[config.mk]
export PLATFORM = sky130hd
export DESIGN_NAME = hqm_aw_tx_sync_arb
export DESIGN_NICKNAME = d
export VERILOG_FILES = /design/src/rtl/hqm_aw_tx_sync_arb.sv
export SDC_FILE = /design/constraint.sdc
export NUM_CORES = 1
export LEC_CHECK = 0
export CAP_MARGIN = 20
export CORE_ASPECT_RATIO = 0.6
export CORE_MARGIN = 10
export CORE_UTILIZATION = 47
export CTS_CLUSTER_DIAMETER = 60
export DETAILED_ROUTE_END_ITERATION = 10
export PLACE_DENSITY = 0.89
export SETUP_SLACK_MARGIN = 0.3
export SYNTH_ARGS = -nofsm -noshare
export SYNTH_HDL_FRONTEND = slang
export SYNTH_SLANG_ARGS = --single-unit
[constraint.sdc]
create_clock -name hqm_gated_clk -period 6.6 [get_ports hqm_gated_clk]
set_input_delay 1.32 -clock hqm_gated_clk [delete_from_list [all_inputs] [get_ports hqm_gated_clk]]
set_output_delay 1.32 -clock hqm_gated_clk [all_outputs]
set_load 0.03 [all_outputs]
[src/rtl/hqm_aw_tx_sync_arb.sv]
// Round-robin arbiter feeding NUM_REQ requesters into a 2-entry in-order FIFO,
// with a reset-preparation sequence that stops granting, drains the FIFO and halts.
module hqm_aw_tx_sync_arb #(
    parameter  int WIDTH   = 32,
    parameter  int NUM_REQ = 4,
    localparam int SIDX    = $clog2(NUM_REQ)
) (
    input  logic                     hqm_gated_clk,
    input  logic                     hqm_gated_rst,
    input  logic                     rst_prep,
    input  logic [NUM_REQ-1:0]       req_valid,
    output logic [NUM_REQ-1:0]       req_ready,
    input  logic [NUM_REQ*WIDTH-1:0] req_data,
    output logic                     out_valid,
    input  logic                     out_ready,
    output logic [WIDTH-1:0]         out_data,
    output logic [SIDX-1:0]          out_src,
    output logic                     idle,
    output logic [6:0]               status
);

    typedef enum logic [1:0] {ST_RUN, ST_DRAIN, ST_HALT} state_t;

    typedef struct packed {
        logic [SIDX-1:0]  src;
        logic [WIDTH-1:0] data;
    } entry_t;

    state_t          state, next_state;
    entry_t          fifo [2];
    entry_t          new_entry;
    logic [1:0]      occ;
    logic [SIDX-1:0] rr_ptr, winner, scan_idx;
    logic [2:0]      last_grant;
    logic            any_valid, can_push, push, pop;

    // NOTE: blocking assignments in combinational logic; scanning from the top
    // down lets the lowest offset from rr_ptr be the last (winning) write.
    always_comb begin
        winner    = '0;
        any_valid = 1'b0;
        scan_idx  = '0;
        for (int k = NUM_REQ - 1; k >= 0; k--) begin
            scan_idx = SIDX'((int'(rr_ptr) + k) % NUM_REQ);
            if (req_valid[scan_idx]) begin
                winner    = scan_idx;
                any_valid = 1'b1;
            end
        end
    end

    // rst_prep and reset gate grants combinationally, so no grant leaks in the cycle they rise.
    assign can_push  = (state == ST_RUN) && !rst_prep && !hqm_gated_rst && (occ != 2'd2);
    assign push      = can_push && any_valid;
    assign pop       = out_valid && out_ready;
    assign new_entry = {winner, req_data[int'(winner)*WIDTH +: WIDTH]};

    // NOTE: every output of this block gets a default first, so no latch is inferred.
    always_comb begin
        req_ready = '0;
        if (push) req_ready[winner] = 1'b1;
    end

    // NOTE: the two storage entries are reset too, so out_data/out_src read zero
    // while reset is held; sequential state uses non-blocking assignments only.
    always_ff @(posedge hqm_gated_clk or posedge hqm_gated_rst) begin
        if (hqm_gated_rst) begin
            fifo[0]    <= '0;
            fifo[1]    <= '0;
            occ        <= '0;
            rr_ptr     <= '0;
            last_grant <= '0;
        end else begin
            if (pop) fifo[0] <= fifo[1];
            if (push) begin
                // Land in the slot that will be the tail after this cycle's pop.
                if (occ == 2'd0 || (occ == 2'd1 && pop)) fifo[0] <= new_entry;
                else                                      fifo[1] <= new_entry;
                rr_ptr     <= SIDX'((int'(winner) + 1) % NUM_REQ);
                last_grant <= 3'(winner);
            end
            case ({push, pop})
                2'b10:   occ <= occ + 2'd1;
                2'b01:   occ <= occ - 2'd1;
                default: occ <= occ;
            endcase
        end
    end

    always_ff @(posedge hqm_gated_clk or posedge hqm_gated_rst) begin
        if (hqm_gated_rst) state <= ST_RUN;
        else               state <= next_state;
    end

    always_comb begin
        next_state = state;
        case (state)
            ST_RUN:   if (rst_prep) next_state = ST_DRAIN;
            ST_DRAIN: begin
                if (!rst_prep)                                next_state = ST_RUN;
                else if (occ == 2'd0 || (occ == 2'd1 && pop)) next_state = ST_HALT;
            end
            ST_HALT:  if (!rst_prep) next_state = ST_RUN;
            default:  next_state = ST_RUN;
        endcase
    end

    assign out_valid = (occ != 2'd0);
    assign out_data  = fifo[0].data;
    assign out_src   = fifo[0].src;
    assign idle      = (state == ST_HALT) ||
                       ((state == ST_RUN) && (occ == 2'd0) && (req_valid == '0));
    assign status    = {last_grant, state == ST_HALT, state == ST_DRAIN, occ};

endmodule

Yosys cells after proc, flatten, opt, wreduce, memory -nomap -nowiden
Cells that the tools add are included.

word-level totals
  register bits = 76
  input bits = 136
  output and inout bits = 47
  word-level logic and storage cells = 80

cells by class
  $add $sub $neg = 6
  magnitude comparators = 6
  equality and inequality tests = 9
  shift operators = 1
  muxes and demuxes = 29
  bitwise gates (word level) = 1
  reductions and logical operators = 20

operators by type and width
  kind                                                               count
  indexed part select 128 x 8 -> 32 bit                              1
  two-way mux 34 bit                                                 3
  two-way mux 68 bit                                                 1
  two-way mux 2 bit                                                  8
  less-than comparator 2 x 3 -> 1 bit, second input constant         5
  logical AND 1 bit                                                  9
  two-way mux 1 bit                                                  9
  binary-select mux 1 bit (select 2 bit)                             4
  adder 2 x 1 -> 2 bit, second input constant                        3
  equality test 2 x 1 -> 1 bit, second input constant                3
  inequality test 2 bit, second input constant                       3
  one-hot mux 2 bit (3 select lines)                                 1
  adder 2 bit, second input constant                                 2
  equality test 2 bit, second input constant                         2
  logical NOT 2 bit                                                  2
  logical NOT 4 bit                                                  1
  two-way mux 4 bit                                                  1
  one-hot mux 2 bit (2 select lines)                                 1
  nonzero test 2 bit                                                 2
  inequality test 3 x 2 -> 1 bit, second input constant              1
  AND reduction 3 bit                                                1
  demux 1 bit (select 2 bit)                                         1
  greater-or-equal comparator 2 x 1 -> 1 bit, second input constant  1
  logical NOT 1 bit                                                  2
  4 further kinds                                                    5

Depth between registers and ports, before layout
  depth in word-level cells = 12
  gate-level depth with buffers = 9
  depth with buffers taken out = 8

Least setup slack after synthesis
No wires, ideal clock.

  path kind = input to output
  from = in hqm_gated_rst
  to = out req_ready[0]
  arrival time = 2.574 ns
  required time = 5.280 ns
  setup slack = 2.706 ns
  stages on the path = 4
  path buffers = 1
  cell sequence = or4_4 > nor3_4 > clkbuf_1 > and2_1

on the way
  cells in the longest elaborated chain, start to end = 5

ends and longest elaborated chain
  item                                line  RTL
  start, declared                     9     input logic hqm_gated_rst,
  logical NOT 1 bit (no source line)  --
  logical AND 1 bit (2 in series)     53    assign can_push = (state == ST_RUN) && !rst_prep && !hqm_gated_rst && (occ != 2'd2);
  logical AND 1 bit                   54    assign push = can_push && any_valid;
  two-way mux 4 bit                   61    if (push) req_ready[winner] = 1'b1;
  end, declared                       12    output logic [NUM_REQ-1:0] req_ready,

No other way between the ends.

Final worst setup path
  from = in req_valid[3]
  to = out req_ready[1]

on the way
  cells in the longest elaborated chain, start to end = 11
  elaborated cells between the ends (all ways) = 23
  those cells by class = 2 x order compare; 19 x mux; 2 x reduce/logical

ends and longest elaborated chain
  item                                                                                                                            line  RTL
  start, declared                                                                                                                 11    input logic [NUM_REQ-1:0] req_valid,
  binary-select mux 1 bit (select 2 bit)                                                                                          45    if (req_valid[scan_idx]) begin
  two-way mux 1 bit (implied by the code)                                                                                         45
  two-way mux 2 bit (4 in series)                                                                                                 45
  less-than comparator 2 x 3 -> 1 bit (implied by the code) / greater-or-equal comparator 2 x 1 -> 1 bit (equally long branches)  61
  logical AND 1 bit (implied by the code)                                                                                         61
  two-way mux 1 bit (implied by the code)                                                                                         61
  demux 1 bit (select 2 bit)                                                                                                      61
  two-way mux 4 bit (*)                                                                                                           61

Mark *: on every way between the ends. The rest lies on a longest branch, timed or not. The select of a mux whose other input is x is not followed.

==> flow_results.org <==
** CTS
- Cells resized by post-CTS repair :: 0
- After clock tree synthesis, the clock-pin slew on the worst setup and hold paths is 0.05 ns.
- CTS tree :: built
- The tree is rooted in a sky130_fd_sc_hd__clkbuf_16.
- Clk Latency, worst-skew pair :: 0.32 ns
- The number of hold buffers added after CTS was 0.
- The H-tree was split into 3 levels.
- Maximum clock path buffer count :: 2
- Buffers added to address setup during post-CTS repair amount to 0.
- Counting every sink on the clock net gives 76.
- TritonCTS created 9 clock buffers.

** Floorplanning
- In this run the core area contains 27 standard-cell rows.
- Initial Utilization :: 48.78%
- Measured along the x axis, the die boundary spans 146.8 um.
- The die is 96.06 um tall.
- Placeable core area :: 9290 um^2
- I/O pin count :: 183
- The floorplan step defined a die boundary enclosing 14100 um^2.

** Outcome
- Result of the run :: completed

** Synthesis
- Number of distinct library cell variants in the gate-level netlist after synthesis :: 34
- Number of instances in the synthesized netlist :: 416
- Syn_area_per_cell :: 10.89 um^2
- The number of nets in the synthesized netlist is 560.
- The biggest area contributor in the post-synthesis netlist is sky130_fd_sc_hd__dfrtp_1.
- Sequential element share of the synthesized area :: 41.97%
- Netlist Area Pre-Place :: 4532 um^2
- Sorting the synthesized cells by area gives the leading types as sky130_fd_sc_hd__dfrtp_1, sky130_fd_sc_hd__mux2i_1, sky130_fd_sc_hd__buf_4.
- Count of synthesis-stage warnings from yosys :: 0
- Of the post-synthesis cell area, the dominant cell type holds 41.97%.
- Register bit total from synthesis :: 76

** STA
- Total Negative Setup Slacks :: 0 ns
- Headroom to the max-slew limit came out at 36.09%.
- Slew Limit Fails :: 0
- At the pin with the least slew margin, the transition time is 0.9586 ns.
- Setup-failing EPs final :: 0
- The clock arrives with 0.009958 ns of skew.
- RSZ-0062 raised after global routing :: false
- Peak Freq :: 190.3 MHz
- The final number of hold-violating endpoints was 0.
- The final critical path takes up 79.64% of the cycle.
- Clock period minus final worst setup slack :: 5.256 ns

** Placed design
- Cell area after placement :: 6232 um^2
- DP HPWL :: 11270 um
- Count of input and output buffers :: 181
- At the end of routability-driven placement, the weighted congestion stood at 0.8533.

** Critical path
- Along the worst path, the maximum fanout reaches 31.
- CP most frequent cell :: sky130_fd_sc_hd__clkdlybuf4s50_1
- Levels on crit path :: 8
- Worst Path Required :: 5.28 ns
- Grouping stages by cell kind, the critical path spends the most delay in buffers and inverters.
- The critical path contains buffers and inverters numbering 3 combined.
- The slowest stage of the critical path belongs to the cell sky130_fd_sc_hd__and4b_4.
- Launch instance of the worst register-to-register path :: occ[0]
- The worst setup path is captured at an output port.
- In this run the worst setup path begins at req_valid[3].
- For the worst setup path, the data arrival time is 3.94 ns.
- The worst register-to-register path ends at occ[1].
- For this run, the slowest stage of the critical path takes 0.65 ns.
- Worst Setup Path Type :: input pin to output port
- Across all register-to-register paths, the minimum setup slack is 3.47 ns.
- Number of cells on the worst reg-to-reg path :: 8
- The worst setup path is launched from an input pin.
- Walking the worst path, the cells encountered are clkdlybuf4s50_1 -> nor2b_1 -> o21ai_0 -> and4b_4 -> inv_1 -> ha_1 -> and2_1 -> clkdlybuf4s50_1.
- Setup crit end :: req_ready[1]

** Global routing
- Total congestion overflow :: 0
- Entering global routing, the biggest net connects 77 pins.
- Antenna violations before repair :: 0
- Global routing used 20.80% of the available tracks across all layers.
- The number of global-route vias before repair is 4442.
- The first global-routing pass estimated 23600 um of wire.

** Power and ir drop
- Worst supply voltage drop on vdd :: 0.0002889 V
- In this run the power density over the cells is 425.9 nW/um^2.
- Cell leakage power :: 2.853 nW

** Layout
- Count of fill cells added during filler insertion :: 642
- From synthesis to final layout, the design area changed by 45.89%.
- Highest-count cells in the layout ignoring fill and taps :: sky130_fd_sc_hd__clkdlybuf4s50_1, sky130_fd_sc_hd__dfrtp_1, sky130_fd_sc_hd__mux2i_1
- Layout Nets :: 700
- Cells with a size suffix above 1 make up 8.214% of the layout.
- Antenna Diode Count :: 0
- Summing all non-filler instances in the final layout gives an area of 6611 um^2.
- Most common cell after layout, fill and taps aside :: sky130_fd_sc_hd__clkdlybuf4s50_1

** Routing
- Overall via count from detail_route :: 3993
- Wires add up to 14890 um.
- DRT Pass-1 Iters :: 5
- Residual antenna-violating net count after detailed routing :: 0
- After detailed routing, the average wire length per cell comes to 21.58 um.
- DRC marker count from the first detailed-route iteration :: 234
- Number of remaining DRC errors :: 0
- Ratio of routed vias to standard cells :: 5.787

** Hold path
- The min-delay analysis places its worst path in the category flop to flop.

** Run
- Across the run, the number of max-cap violations was 0.
[kinds of logic (layout without fill, tap and decap cells)]
kind of cell / Yosys count / count (layout) / share of synthesized area [%]
adders and majority gates: 8 / 8 / 2.209
AOI/OAI and AO/OA: 90 / 90 / 16.43
muxes: 83 / 83 / 19.91
other: 1 / 1 / 0.08275
buffers and inverters: 70 / 214 / 9.056
xor gates and xnor gates: 2 / 2 / 0.3866
and+or+nand+nor: 86 / 86 / 9.967
DFF: 76 / 76 / 41.97
[tightest hold or removal path: cells and delay by family, from the launching register on]
kind	cells	cell delay, ns
and+or+nand+nor	2	0.11
DFF	1	0.35
[final cells by class]
type                       count  area [um^2]  share of cell area [%]
inverter                       9        37.54                  0.5678
timing repair buffer         190         1943                   29.39
multi-input combinational    270         2226                   33.67
tap                          130        162.7                   2.460
clock inverter                 4        97.59                   1.476
clock buffer                  11        242.7                   3.671
sequential                    76         1902                   28.77
[flip-flops by register name, indices dropped and copies added, names as in the netlist]
name        cells
occ             2
out_src         2
state           2
rr_ptr          2
fifo           34
out_data       32
last_grant      2
[worst min path at each step]
stage	start	endpoint	slack (ns)	cells past startpoint
floorplan	fifo[32]	fifo[32]	0.45	2
global placement	fifo[32]	fifo[32]	0.46	2
detailed placement	fifo[32]	fifo[32]	0.48	2
CTS	fifo[32]	fifo[32]	0.49	2
global route	fifo[24]	fifo[24]	0.52	2
finish	fifo[32]	fifo[32]	0.49	2
[stage by stage]
| step | cells | setup WS [ns] | util (%) | power (mW) | hold slack (ns) |
|---|---|---|---|---|---|
| 6_report | 690 | 1.344 | 71.17 | 2.815 | 0.4858 |
| 5_1_grt | 690 | 1.125 | 71.17 | 2.975 | 0.5200 |
| 4_1_cts | 688 | 1.316 | 70.75 | 2.823 | 0.4897 |
| 3_5_place_dp | 673 | 1.319 | 67.08 | 2.252 | 0.4762 |
| 3_3_place_gp | 671 | 1.440 | 66.49 | 2.176 | 0.4638 |
| 2_1_floorplan | 416 | 2.706 | - | 1.847 | 0.4463 |
[metal layers]
layer	global-route usage, %	part of all wire, %	vias up
li1	-	-	1816
met1	24.74	42	1969
met2	36.04	49	191
met3	6.792	7.2	17
met4	5.638	1.2	0
met5	0	0	-
[synthesized netlist by cell type (all sizes together)]
cell type / instances
buf: 46
mux2: 7
xnor2: 2
inv: 8
o21ai: 5
a21oi: 7
mux4: 5
mux2i: 71
nand2b: 2
conb: 1
dfrtp: 76
nor2: 7
or4: 1
nand2: 44
a221oi: 18
nor4: 2
ha: 8
nand3: 3
o21a: 5
nor2b: 4
o221ai: 27
clkbuf: 15
and2: 21
a211oi: 17
nor3: 1
o21bai: 1
clkinv: 1
a222oi: 10
and4b: 1
[where the power goes]
part,internal [mW],switching (mW)
Clock,0.378,0.183
Sequential,0.683,0.127
Combinational,0.654,0.791
Power figures use the tool's default switching activity.
